===== src/rtl/paridade_pkg.sv =====
// Shared constants for the paridade parity generator/checker.
// Optional error counter is enabled by defining PARIDADE_ERRCNT_EN.
package paridade_pkg;

    localparam int PAR_WIDTH_DEF = 8;

    localparam logic PAR_EVEN = 1'b0;
    localparam logic PAR_ODD  = 1'b1;

    localparam int ERR_CNT_W = 16;
    localparam logic [ERR_CNT_W-1:0] ERR_CNT_ZERO = 16'h0000;
    localparam logic [ERR_CNT_W-1:0] ERR_CNT_ONE  = 16'h0001;
    localparam logic [ERR_CNT_W-1:0] ERR_CNT_MAX  = 16'hFFFF;

endpackage


===== src/rtl/paridade_xor.sv =====
// Combinational WIDTH-bit XOR reduction, inverted when odd parity is selected.
module paridade_xor
    import paridade_pkg::*;
#(
    parameter int   WIDTH = PAR_WIDTH_DEF,
    parameter logic ODD   = PAR_EVEN
) (
    input  logic [WIDTH-1:0] data_i,
    output logic             par_o
);

    assign par_o = (^data_i) ^ ODD;

endmodule


===== src/rtl/paridade_core.sv =====
// Parity generator/checker: combinational parity, registered copy with strobe,
// mismatch check with sticky flag; PARIDADE_ERRCNT_EN adds a saturating err_cnt.
module paridade_core
    import paridade_pkg::*;
#(
    parameter int   WIDTH = PAR_WIDTH_DEF,
    parameter logic ODD   = PAR_EVEN
) (
    input  logic             clk,
    input  logic             rst_n,
    input  logic [WIDTH-1:0] in,
    input  logic             in_valid,
    input  logic             chk_en,
    input  logic             par_in,
    input  logic             clr,
    output logic             out,
    output logic             par_q,
    output logic             par_vld,
    output logic             err,
    output logic             err_sticky
`ifdef PARIDADE_ERRCNT_EN
    ,
    output logic [ERR_CNT_W-1:0] err_cnt
`endif
);

    logic par_s;
    logic par_bit_d, par_bit_q;
    logic vld_d, vld_q;
    logic err_d, err_q;
    logic sticky_d, sticky_q;

    paridade_xor #(
        .WIDTH (WIDTH),
        .ODD   (ODD)
    ) u_xor (
        .data_i (in),
        .par_o  (par_s)
    );

    assign out = par_s;

    // Next-state for the registered parity, strobe, mismatch and sticky flag.
    always_comb begin
        par_bit_d = par_bit_q;
        vld_d     = 1'b0;
        err_d     = 1'b0;
        sticky_d  = sticky_q;
        if (in_valid) begin
            par_bit_d = par_s;
            vld_d     = 1'b1;
            err_d     = chk_en & (par_s != par_in);
        end else begin
            par_bit_d = par_bit_q;
            vld_d     = 1'b0;
            err_d     = 1'b0;
        end
        // A new error beats a coincident clear.
        if (err_d) begin
            sticky_d = 1'b1;
        end else if (clr) begin
            sticky_d = 1'b0;
        end else begin
            sticky_d = sticky_q;
        end
    end

    // State registers for the parity path and error flags.
    always_ff @(posedge clk or negedge rst_n) begin
        if (!rst_n) begin
            par_bit_q <= 1'b0;
            vld_q     <= 1'b0;
            err_q     <= 1'b0;
            sticky_q  <= 1'b0;
        end else begin
            par_bit_q <= par_bit_d;
            vld_q     <= vld_d;
            err_q     <= err_d;
            sticky_q  <= sticky_d;
        end
    end

    assign par_q      = par_bit_q;
    assign par_vld    = vld_q;
    assign err        = err_q;
    assign err_sticky = sticky_q;

`ifdef PARIDADE_ERRCNT_EN
    logic [ERR_CNT_W-1:0] cnt_d, cnt_q;

    // Saturating error counter; clear with a coincident error restarts at one.
    always_comb begin
        cnt_d = cnt_q;
        if (clr) begin
            if (err_d) begin
                cnt_d = ERR_CNT_ONE;
            end else begin
                cnt_d = ERR_CNT_ZERO;
            end
        end else if (err_d && (cnt_q != ERR_CNT_MAX)) begin
            cnt_d = cnt_q + ERR_CNT_ONE;
        end else begin
            cnt_d = cnt_q;
        end
    end

    // Error counter register.
    always_ff @(posedge clk or negedge rst_n) begin
        if (!rst_n) begin
            cnt_q <= ERR_CNT_ZERO;
        end else begin
            cnt_q <= cnt_d;
        end
    end

    assign err_cnt = cnt_q;
`endif

endmodule


===== config.mk =====
export PLATFORM = sky130hd
export DESIGN_NAME = paridade_core
export DESIGN_NICKNAME = d
export VERILOG_FILES = /design/src/rtl/paridade_pkg.sv /design/src/rtl/paridade_xor.sv /design/src/rtl/paridade_core.sv
export SDC_FILE = /design/constraint.sdc
export NUM_CORES = 1
export LEC_CHECK = 0
export BUFFER_PORTS_ARGS = -buffer_cell sky130_fd_sc_hd__buf_2
export CORE_AREA = 10 10 47 49
export CTS_BUF_LIST = sky130_fd_sc_hd__clkbuf_4
export CTS_CLUSTER_SIZE = 40
export DETAILED_ROUTE_END_ITERATION = 7
export DIE_AREA = 0 0 57 59
export REMOVE_ABC_BUFFERS = 1
export SYNTH_ARGS = -nofsm -noshare
export SYNTH_HDL_FRONTEND = slang
export SYNTH_SLANG_ARGS = --single-unit

===== constraint.sdc =====
create_clock -name clk -period 2.2 [get_ports clk]
set_input_delay 0.44 -clock clk [delete_from_list [all_inputs] [get_ports clk]]
set_output_delay 0.44 -clock clk [all_outputs]
set_load 0.01 [all_outputs]

==> metrics.txt <==
Hold Crit Class input pin to async pin; PortBufs 18; final wirelength 577 microns; Max stage delay on crit path ~0.28 ns; largest net degree at the start of global routing 5; Starting Density between 10% and 20%; CTS tree built; clk sinks 4; critical-path cell list buf_2 -> xnor2_1 -> xnor2_1 -> xnor2_1 -> inv_1 -> buf_2; ANT cells 0; drt first pass iters 2; final setup fails 0; WS Path Type input pin to output port; CP max stage cell xnor2_1; Worst Setup EP out; vias in the first global route 233; Top cell by count, worst path xnor2_1; Resize count post-CTS 0; Final Hold Viols 0; Synth Register Bits 4; Gate Count Post-Synth 19; I/O Pins 19; worst-path maximum fanout 2; global placement routability congestion 0.5761; commonest non-fill, non-tap cell in the layout buf_2; power per cell area 820.1 mW/mm^2; worst slew pin tran 0.2888 ns; final period utilization 80.01%; Clock Pin Slew Worst Setup and Hold Paths 0.04 ns; post-synth top area share 45.45%; Syn-to-layout area delta 60.23%; initial antenna violation count 0; post-route ant nets 0; Die ar. about 0.0034 sq mm; Seq/Total Area, Yosys 45.45%; critical path startpoint in[7]; crit start category input pin; minimum clock period 1.760 ns; flop2flop setup slack approximately 1.6 ns; CP Data Required Time around 1.8 ns; Clk Latency, worst-skew pair about 0.23 ns; nets@finish 56; area leader, netlist dfrtp_1; Clock Tree Buf Depth 2; clock root buffer clkbuf_4; first-pass GRT wire length 959 microns; RSZ-0062 raised after global routing false; post-CTS setup buffer count 0; top cells by area, synth dfrtp_1 45%, xnor2_1 28%, xnor3_1 10%, o22ai_2 5.7%, inv_1 3.4%; reg-to-reg endpoint err_sticky; number of DRC markers in iteration 0 3; gr usage total 3.590%; sequential cell area 100.1 sq um; MaxCap Viol Count 0; die extent in x roughly 57 microns; hold buffer count at cts 0; Final Max Tran Viols 0; routed vias/inst 3.625; H-tree levels 1; Avg WL per Cell 10.30 microns; synthesized area 220.2 sq um; Num CTS Buffers 3; synth warn 0; core area 0.001401 sq mm; share of layout cells above drive strength 1 55.00%; die height 59 microns; Fin Clk Skew 0 ns; Worst R2R Start err_sticky; total negative setup slack 0 ns; DRC Markers 0; Distinct cells, synth 8; row cnt 14; design area 352.8 sq um; Max VDD drop 0.1519 mV; Fillers between 150 and 200; Peak Freq 0.5681 GHz; status finished, final reports clean; Slew HR 80.61%; most frequent cells in the layout 18 x buf_2, 7 x xnor2_1, 4 x dfrtp_1; leakage power between 0.15 and 0.2 nW; Avg Cell Area, Syn 11.59 sq um; Multi-input gate area 112.6 sq um; Post-DP Area 330.3 sq um; WP data arrival about 1.3 ns; routed via count between 200 and 250; Critical Path Sink Type output port; gr ovfl total 0; R2R cell count 2
==> per-layer routing <==
metal / track usage [%] / part of all wire (%) / vias up
li1: - / - / 103
met3: 0.8584 / 2.4 / 0
met1: 3.452 / 39 / 92
met5: 0 / 0 / -
met4: 3.020 / 0 / 0
met2: 6.357 / 59 / 8
==> critical path, delay by kind of cell <==
family	cells	cell delay (ns)
buffers and inverters	3	0.29
XOR/XNOR	3	0.58
==> report_power, final <==
group | switching, mW | internal, mW
registers | 0.00543 | 0.0876
logic | 0.0526 | 0.0566
clock network | 0.0264 | 0.0608
==> worst min-delay path by stage <==
stage	start	to	slack (ns)	cells past startpoint
2_1_floorplan	rst_n	err	0.14	0
5_1_grt	rst_n	par_q	0.002	1
3_5_place_dp	rst_n	err	0.25	1
3_3_place_gp	rst_n	err	0.25	1
6_report	rst_n	err	0.01	1
4_1_cts	rst_n	err	0.007	1
==> Yosys cell counts, drive strengths merged <==
library cell	number
xnor2	7
dfrtp	4
inv	2
nor2	2
a21oi	1
nand2	1
o22ai	1
xnor3	1
==> layout make-up <==
type | instances | area share, %
multi-input combinational | 13 | 31.91
timing repair buffer | 18 | 25.53
sequential | 4 | 28.37
inverter | 2 | 2.128
clock buffer | 3 | 6.383
tap | 16 | 5.674
==> stage by stage <==
| step | setup WS, ns | util [%] | hold WS, ns | instances | power (mW) |
|---|---|---|---|---|---|
| after floorplan | 0.6857 | - | 0.1444 | 19 | 0.1622 |
| after global placement | 0.4336 | 23.57 | 0.2485 | 53 | 0.2048 |
| after detailed placement | 0.4182 | 23.57 | 0.2501 | 53 | 0.2070 |
| after CTS | 0.4179 | 25.18 | 0.006598 | 56 | 0.2968 |
| after global routing | 0.3513 | 25.18 | 0.002092 | 56 | 0.3138 |
| final | 0.4398 | 25.18 | 0.01068 | 56 | 0.2894 |
==> sequential cells by signal, summed over array words and instances (netlist names) <==
register and cells:
err 1, err_sticky 1, par_vld 1, par_q 1
==> kinds of logic (layout without fill, tap and decap cells) <==
family	count (synthesis)	count (layout)	share of synthesized area (%)
buf+inv	2	23	3.410
xor+xnor	8	8	38.07
compound gates	2	2	7.951
simple gates	3	3	5.113
flops	4	4	45.46
Note: power is estimated with default switching activity, not from simulation.
